$ cat src/rtl/sprite_pkg.sv
// sprite_pkg: shared widths, constants and state type for the sprite attribute memory controller
package sprite_pkg;
  localparam int SPRITE_ADDR_W = 8;
  localparam int ATTR_W = 4;
  localparam int SPRITE_DATA_W = 14;
  localparam int MEM_ADDR_W = SPRITE_ADDR_W + ATTR_W;
  localparam logic [ATTR_W-1:0] ATTR_CLEAR = 4'hF;
  typedef enum logic {IDLE, CLEAR} state_t;
  function automatic logic [MEM_ADDR_W-1:0] attr_addr(input logic [SPRITE_ADDR_W-1:0] s, input logic [ATTR_W-1:0] a);
    return {s, a};
  endfunction
endpackage

$ cat src/rtl/sprite_mem_ctrl_if.sv
// sprite_mem_ctrl_if: EX, renderer and memory-side signals of the sprite memory controller
interface sprite_mem_ctrl_if;
  import sprite_pkg::*;
  logic ex_re, ex_we, ex_stall, ex_rvalid;
  logic [SPRITE_ADDR_W-1:0] ex_addr;
  logic [ATTR_W-1:0] ex_action;
  logic [SPRITE_DATA_W-1:0] ex_wdata, ex_rdata;
  logic rd_req, rd_grant, rd_rvalid;
  logic [MEM_ADDR_W-1:0] rd_addr, mem_addr;
  logic [SPRITE_DATA_W-1:0] rd_rdata;
  logic mem_re, mem_we;
  logic [SPRITE_DATA_W-1:0] mem_wdata, mem_rdata;
  modport master (
    output ex_re, ex_we, ex_addr, ex_action, ex_wdata, rd_req, rd_addr, mem_rdata,
    input ex_stall, ex_rdata, ex_rvalid, rd_grant, rd_rdata, rd_rvalid, mem_addr, mem_re, mem_we, mem_wdata
  );
  modport slave (
    input ex_re, ex_we, ex_addr, ex_action, ex_wdata, rd_req, rd_addr, mem_rdata,
    output ex_stall, ex_rdata, ex_rvalid, rd_grant, rd_rdata, rd_rvalid, mem_addr, mem_re, mem_we, mem_wdata
  );
endinterface

$ cat src/rtl/sprite_clear_seq.sv
// sprite_clear_seq: IDLE/CLEAR state and attribute counter for the bulk clear of one sprite
module sprite_clear_seq import sprite_pkg::*; (
  input  logic clk,
  input  logic rst_n,
  input  logic start,
  input  logic step,
  output state_t state,
  output logic [ATTR_W-1:0] cnt,
  output logic done
);
  state_t state_nx;
  always_ff @(posedge clk)
    if (!rst_n) begin
      state <= IDLE;
      cnt <= '0;
    end else begin
      state <= state_nx;
      if (step) cnt <= cnt + 1'b1;
    end
  always_comb state_nx = (state == IDLE && start) ? CLEAR : (done ? IDLE : state);
  always_comb done = (state == CLEAR) && step && (cnt == ATTR_CLEAR);
endmodule

$ cat src/rtl/sprite_mem_ctrl.sv
// sprite_mem_ctrl: arbitrates the single-port sprite attribute memory between EX and the renderer,
// with renderer starvation limiting and a multi-cycle bulk clear.
module sprite_mem_ctrl import sprite_pkg::*; #(
  parameter int unsigned STARVE_LIMIT = 4,
  parameter logic [SPRITE_DATA_W-1:0] CLEAR_VALUE = '0
) (
  input logic clk,
  input logic rst_n,
  sprite_mem_ctrl_if.slave bus
);
  localparam logic [3:0] LIM = 4'(STARVE_LIMIT);
  logic [3:0] starve_cnt, starve_nx;
  logic ex_tag, rd_tag;
  logic ex_req, pending, clr_cmd, rd_win, ex_win, ex_rd, ex_wr, clr_start, clr_step, clr_done;
  logic [ATTR_W-1:0] clr_cnt;
  state_t state;
  sprite_clear_seq u_clr (
    .clk(clk), .rst_n(rst_n), .start(clr_start), .step(clr_step),
    .state(state), .cnt(clr_cnt), .done(clr_done)
  );
  always_comb begin
    ex_req = bus.ex_re | bus.ex_we;
    pending = ex_req | (state == CLEAR);
    clr_cmd = bus.ex_we & (bus.ex_action == ATTR_CLEAR);
    rd_win = bus.rd_req & ((starve_cnt < LIM) | !pending);
    ex_win = pending & !rd_win;
    clr_start = ex_win & (state == IDLE) & clr_cmd;
    clr_step = ex_win & (state == CLEAR);
    ex_wr = ex_win & (state == IDLE) & bus.ex_we & !clr_cmd;
    ex_rd = ex_win & (state == IDLE) & !bus.ex_we;
    starve_nx = (rd_win & pending) ? ((starve_cnt == LIM) ? starve_cnt : starve_cnt + 4'd1) : '0;
  end
  always_ff @(posedge clk)
    if (!rst_n) begin
      starve_cnt <= '0;
      ex_tag <= 1'b0;
      rd_tag <= 1'b0;
    end else begin
      starve_cnt <= starve_nx;
      ex_tag <= ex_rd;
      rd_tag <= rd_win;
    end
  // Read data is the memory's output steered by which port was granted last cycle.
  always_comb begin
    bus.rd_grant = rd_win;
    bus.mem_re = rd_win | ex_rd;
    bus.mem_we = ex_wr | clr_step;
    bus.mem_addr = rd_win ? bus.rd_addr
                 : (ex_rd | ex_wr | clr_step) ? attr_addr(bus.ex_addr, (state == CLEAR) ? clr_cnt : bus.ex_action)
                 : '0;
    bus.mem_wdata = clr_step ? CLEAR_VALUE : (ex_wr ? bus.ex_wdata : '0);
    bus.ex_stall = pending & !(ex_win & ((state == IDLE) ? !clr_cmd : clr_done));
    bus.ex_rvalid = ex_tag;
    bus.ex_rdata = ex_tag ? bus.mem_rdata : '0;
    bus.rd_rvalid = rd_tag;
    bus.rd_rdata = rd_tag ? bus.mem_rdata : '0;
  end
endmodule

$ cat src/flat_wrapper.sv
// flat-port wrapper written by rule: the top's interface ports become plain ports
module sprite_mem_ctrl_flat import sprite_pkg::*;
#(
  parameter int unsigned STARVE_LIMIT = 4,
  parameter logic [SPRITE_DATA_W-1:0] CLEAR_VALUE = '0
)
  (clk, rst_n, bus_ex_re, bus_ex_we, bus_ex_addr, bus_ex_action, bus_ex_wdata, bus_rd_req, bus_rd_addr, bus_mem_rdata, bus_ex_stall, bus_ex_rdata, bus_ex_rvalid, bus_rd_grant, bus_rd_rdata, bus_rd_rvalid, bus_mem_addr, bus_mem_re, bus_mem_we, bus_mem_wdata);
  sprite_mem_ctrl_if bus_i ();
  input logic clk;
  input logic rst_n;
  input wire logic [$bits(bus_i.ex_re)-1:0] bus_ex_re;
  input wire logic [$bits(bus_i.ex_we)-1:0] bus_ex_we;
  input wire logic [$bits(bus_i.ex_addr)-1:0] bus_ex_addr;
  input wire logic [$bits(bus_i.ex_action)-1:0] bus_ex_action;
  input wire logic [$bits(bus_i.ex_wdata)-1:0] bus_ex_wdata;
  input wire logic [$bits(bus_i.rd_req)-1:0] bus_rd_req;
  input wire logic [$bits(bus_i.rd_addr)-1:0] bus_rd_addr;
  input wire logic [$bits(bus_i.mem_rdata)-1:0] bus_mem_rdata;
  output wire logic [$bits(bus_i.ex_stall)-1:0] bus_ex_stall;
  output wire logic [$bits(bus_i.ex_rdata)-1:0] bus_ex_rdata;
  output wire logic [$bits(bus_i.ex_rvalid)-1:0] bus_ex_rvalid;
  output wire logic [$bits(bus_i.rd_grant)-1:0] bus_rd_grant;
  output wire logic [$bits(bus_i.rd_rdata)-1:0] bus_rd_rdata;
  output wire logic [$bits(bus_i.rd_rvalid)-1:0] bus_rd_rvalid;
  output wire logic [$bits(bus_i.mem_addr)-1:0] bus_mem_addr;
  output wire logic [$bits(bus_i.mem_re)-1:0] bus_mem_re;
  output wire logic [$bits(bus_i.mem_we)-1:0] bus_mem_we;
  output wire logic [$bits(bus_i.mem_wdata)-1:0] bus_mem_wdata;
  assign bus_i.ex_re = bus_ex_re;
  assign bus_i.ex_we = bus_ex_we;
  assign bus_i.ex_addr = bus_ex_addr;
  assign bus_i.ex_action = bus_ex_action;
  assign bus_i.ex_wdata = bus_ex_wdata;
  assign bus_i.rd_req = bus_rd_req;
  assign bus_i.rd_addr = bus_rd_addr;
  assign bus_i.mem_rdata = bus_mem_rdata;
  assign bus_ex_stall = bus_i.ex_stall;
  assign bus_ex_rdata = bus_i.ex_rdata;
  assign bus_ex_rvalid = bus_i.ex_rvalid;
  assign bus_rd_grant = bus_i.rd_grant;
  assign bus_rd_rdata = bus_i.rd_rdata;
  assign bus_rd_rvalid = bus_i.rd_rvalid;
  assign bus_mem_addr = bus_i.mem_addr;
  assign bus_mem_re = bus_i.mem_re;
  assign bus_mem_we = bus_i.mem_we;
  assign bus_mem_wdata = bus_i.mem_wdata;
  sprite_mem_ctrl #(.STARVE_LIMIT(STARVE_LIMIT), .CLEAR_VALUE(CLEAR_VALUE)) u_core (.clk(clk), .rst_n(rst_n), .bus(bus_i));
endmodule
$ cat config.mk
export PLATFORM = sky130hd
export DESIGN_NAME = sprite_mem_ctrl_flat
export DESIGN_NICKNAME = d
export VERILOG_FILES = /design/src/rtl/sprite_pkg.sv /design/src/rtl/sprite_mem_ctrl_if.sv /design/src/rtl/sprite_clear_seq.sv /design/src/rtl/sprite_mem_ctrl.sv /design/src/flat_wrapper.sv
export SDC_FILE = /design/constraint.sdc
export NUM_CORES = 1
export LEC_CHECK = 0
export BUFFER_PORTS_ARGS = -buffer_cell sky130_fd_sc_hd__clkbuf_2
export CORE_MARGIN = 3
export CORE_UTILIZATION = 36
export CTS_BUF_LIST = sky130_fd_sc_hd__clkbuf_8
export CTS_CLUSTER_DIAMETER = 40
export DETAILED_ROUTE_END_ITERATION = 12
export GPL_ROUTABILITY_DRIVEN = 0
export HOLD_SLACK_MARGIN = 0.15
export PLACE_DENSITY = 0.82
export SLEW_MARGIN = 0
export SYNTH_ARGS = -nofsm -noshare
export SYNTH_HDL_FRONTEND = slang
export SYNTH_SLANG_ARGS = --single-unit
export TNS_END_PERCENT = 30
$ cat constraint.sdc
create_clock -name clk -period 2.55 [get_ports clk]
set_input_delay 0.765 -clock clk [delete_from_list [all_inputs] [get_ports clk]]
set_output_delay 0.765 -clock clk [all_outputs]
set_load 0.01 [all_outputs]
==> results.txt <==
- Counting the buffers created by CTS gives 3.
- Maximum clock insertion buffer count: 2
* Met2 wire length: 2.07 mm
- At the pin with the least slew margin, the transition time is 709 ps.
* Avg WL per Cell: 12.1 microns
* Antenna diodes: 0
* Fraction of synthesized cell area taken by the top area cell type: 0.232
* Area of the multi-input gates: 887 sq um
* Core region area: 2880 sq um
* Wire length of the first global-routing pass: 5.44 mm
* Clock transition at path regs: 50 ps
- Post-layout instance area: 1960 sq um
- STA classifies the critical path startpoint as an input port.
- Antenna-violating nets left: 0
- Worst slew slack as a fraction of its limit: 0.521
* Layout fillers: 253
- Timing analysis after detailed placement gives a worst setup slack of -125 ps.
- Number of instances in the synthesized netlist: 142
- After the last flow step, the layout net total stands at 326.
- For this configuration, the core starts out at a cell density of 0.393.
* Port bufs: 116
- Sum of negative setup slack: -25.7 ps
- Critical Path Sink Type: output pin
- Summed over all instances, the cell type with the most area after synthesis is sky130_fd_sc_hd__and2_1.
* Buffer cell driving the clock tree root: sky130_fd_sc_hd__clkbuf_8
- Synthesized net count: 202
- Using the TritonRoute via totals, the vias-per-cell ratio works out to 4.73.
- H-tree level count: 1
- Entering global routing, the biggest net connects 16 pins.
- TritonCTS built the clock tree.
- Met3 Wirelength: 247 microns
- Of the available clock period, the critical path in the final layout requires 1.01.
- The floorplan step set the die width to 62.1 microns.
* Vias in the first global route: 1305
- STA puts the critical path data arrival time at 1810 ps.
* Total via count in the routed design: 1451
* Total length of routed wires: 3.72 mm
* Final-report max-slew violation count: 0
* Count of different cell masters after synthesis: 34
* Crit path max fanout: 12
* Pre-antenna DRT Iters: 4
- After synthesis, the share of flip-flops with an asynchronous set or reset is 0.
* Clock network latency to the later pin of the worst-skew pair: 240 ps
- Flip-flop cell with the highest count after synthesis: sky130_fd_sc_hd__dfxtp_1
- Setup repair after global routing missed its margin: true
* TritonCTS Sinks: 11
- I/O pin total: 117
- Leakage power: 1.08 nW
- Global routing finished with a remaining overflow of 0.
* Storage cell area: 220 sq um
* Layout overhead on the synthesized area: 73.2%
* Number of enable-type register cells in the synthesized netlist: 0
- After synthesis, the most frequently instantiated cells are sky130_fd_sc_hd__and2_1 (42), sky130_fd_sc_hd__dfxtp_1 (11), sky130_fd_sc_hd__a21oi_1 (9).
- Length of routed wiring on met1: 1.39 mm
* Fmax: 388 MHz
* Pwr per Cell Area: 309 nW/um^2
- Synthesis inferred 11 register bits.
* Ranking of synthesized cells by area: sky130_fd_sc_hd__and2_1 (23%), sky130_fd_sc_hd__dfxtp_1 (19%), sky130_fd_sc_hd__mux2i_1 (6.2%), sky130_fd_sc_hd__a31o_1 (5.4%), sky130_fd_sc_hd__and3_1 (4.4%)
- Post-synthesis instance area: 1130 sq um
- Skew final: 3.32 ps
* Standard-cell rows: 19
- # setup viols final: 2
* DRC marker count from the first detailed-route iteration: 43
- Highest routing layer actually used: met4
- Mean instance size in the synthesized netlist: 7.97 sq um
- Min Clock Period, post-route: 2570 ps
* Number of antenna violations at the first check in global routing: 0
- Setup WS post-layout: -24.7 ps
- Overall power of the completed layout: 0.000606 W
- For this run, the total global-route usage over all layers was measured as 0.183.
- Across the VDD grid, the largest voltage drop is 216 uV.
- The share of the Yosys chip area taken by registers is 0.195.
* Number of synthesis warnings: 0
- In the routed design, unresolved DRC markers number 0.
- Run status: finished, violations left
- The worst setup path is of the input port to output pin kind.
* Final Hold Vio Count: 0
* Type of the most critical hold path: register to register
- The final reports fail on negative setup slack.
- Die height: 62.1 microns
- The floorplan step defined a die boundary enclosing 3850 sq um.
- Required time of the critical path: 1790 ps
- Fin cells: 307
- Across the run, the number of max-cap violations was 0.
- Detailed placement ended at an HPWL of 2.98 mm.
* Most used standard cell by instance count after synthesis: sky130_fd_sc_hd__and2_1
- Ratio of cells with drive above 1 in the final layout: 0.562
- Placement-stage cell area: 1780 sq um
- Placed Instances: 300
-- kinds of logic after synthesis --
logic type | share of synthesized area
AOI/OAI and AO/OA | 0.199
xor gates and xnor gates | 0.0155
adders and majority gates | 0.0332
buffers and inverters | 0.0642
DFF | 0.195
muxes | 0.0619
other | 0.00332
and+or+nand+nor | 0.428
-- worst paths after layout --
kind / to / cells after the start / startpoint / slack (ps)
min: u_core.u_clr.cnt[3] / 2 / u_core.u_clr.cnt[3] / 490
max: bus_mem_addr[4] / 6 / bus_ex_re / -20
min reg2reg: u_core.u_clr.cnt[3] / 2 / u_core.u_clr.cnt[3] / 490
max reg2reg: u_core.u_clr.cnt[0] / 4 / u_core.u_clr.state / 1070
-- stage by stage --
step	hold slack (ps)	utilization
2_1_floorplan	456	-
3_3_place_gp	477	0.620
3_5_place_dp	482	0.620
4_1_cts	489	0.672
5_1_grt	536	0.681
6_report	493	0.681
-- power breakdown --
group	leakage, nW	switching, W	total, W	internal (W)
Combinational	0.968	0.000114	0.000253	0.000138
Sequential	0.0894	0.00000766	0.000183	0.000176
Clock	0.0269	0.0000646	0.000170	0.000106
-- worst max-delay path: stages --
cell and delay, ps:
sky130_fd_sc_hd__clkbuf_8 130, sky130_fd_sc_hd__o32ai_4 310, sky130_fd_sc_hd__buf_6 180, sky130_fd_sc_hd__and3_1 170
sky130_fd_sc_hd__a31o_1 110, sky130_fd_sc_hd__buf_2 130
-- per-layer routing --
metal / vias to the layer above / global-route usage
met5: - / 0
met4: 0 / 0.0576
met3: 2 / 0.0372
met2: 56 / 0.340
met1: 649 / 0.206
li1: 744 / -
-- registers in the layout, summed over array words and instances, names as in the netlist --
register / count
u_core.bus.rd_rvalid: 1
u_core.starve_cnt: 4
u_core.u_clr.cnt: 4
u_core.bus.ex_rvalid: 1
u_core.u_clr.state: 1
-- cells in the final DEF, fill, tap and decap left out, types with 5 or more instances in the layout --
cell type                  instances
sky130_fd_sc_hd__buf_6             9
sky130_fd_sc_hd__inv_1             5
sky130_fd_sc_hd__buf_4             6
sky130_fd_sc_hd__nor2_1            5
sky130_fd_sc_hd__nand3_1           6
sky130_fd_sc_hd__and3_1            8
sky130_fd_sc_hd__mux2i_1           7
sky130_fd_sc_hd__dfxtp_1          11
sky130_fd_sc_hd__a21oi_1           9
sky130_fd_sc_hd__and2_4            8
sky130_fd_sc_hd__clkbuf_2         97
sky130_fd_sc_hd__and2_1           34
sky130_fd_sc_hd__buf_2            11
sky130_fd_sc_hd__a31o_1            7
-- layout make-up --
type	instances	area share
Clock buffer	3	0.0211
Multi-Input combinational cell	119	0.453
Clock inverter	1	0.00192
Tap cell	42	0.0268
Sequential cell	11	0.112
Inverter	5	0.00958
Timing Repair Buffer	126	0.375
-- timing repair --
item / 4_1_cts / 5_1_grt
pin swaps: 5 / 4
endpoints found under the setup margin: 26 / 27
hold buffers: 0 / 0
gates cloned: 1 / 1
gates resized for setup: 13 / 33
buffers inserted: 3 / 0
No activity file was read; power rests on OpenSTA's default activity.
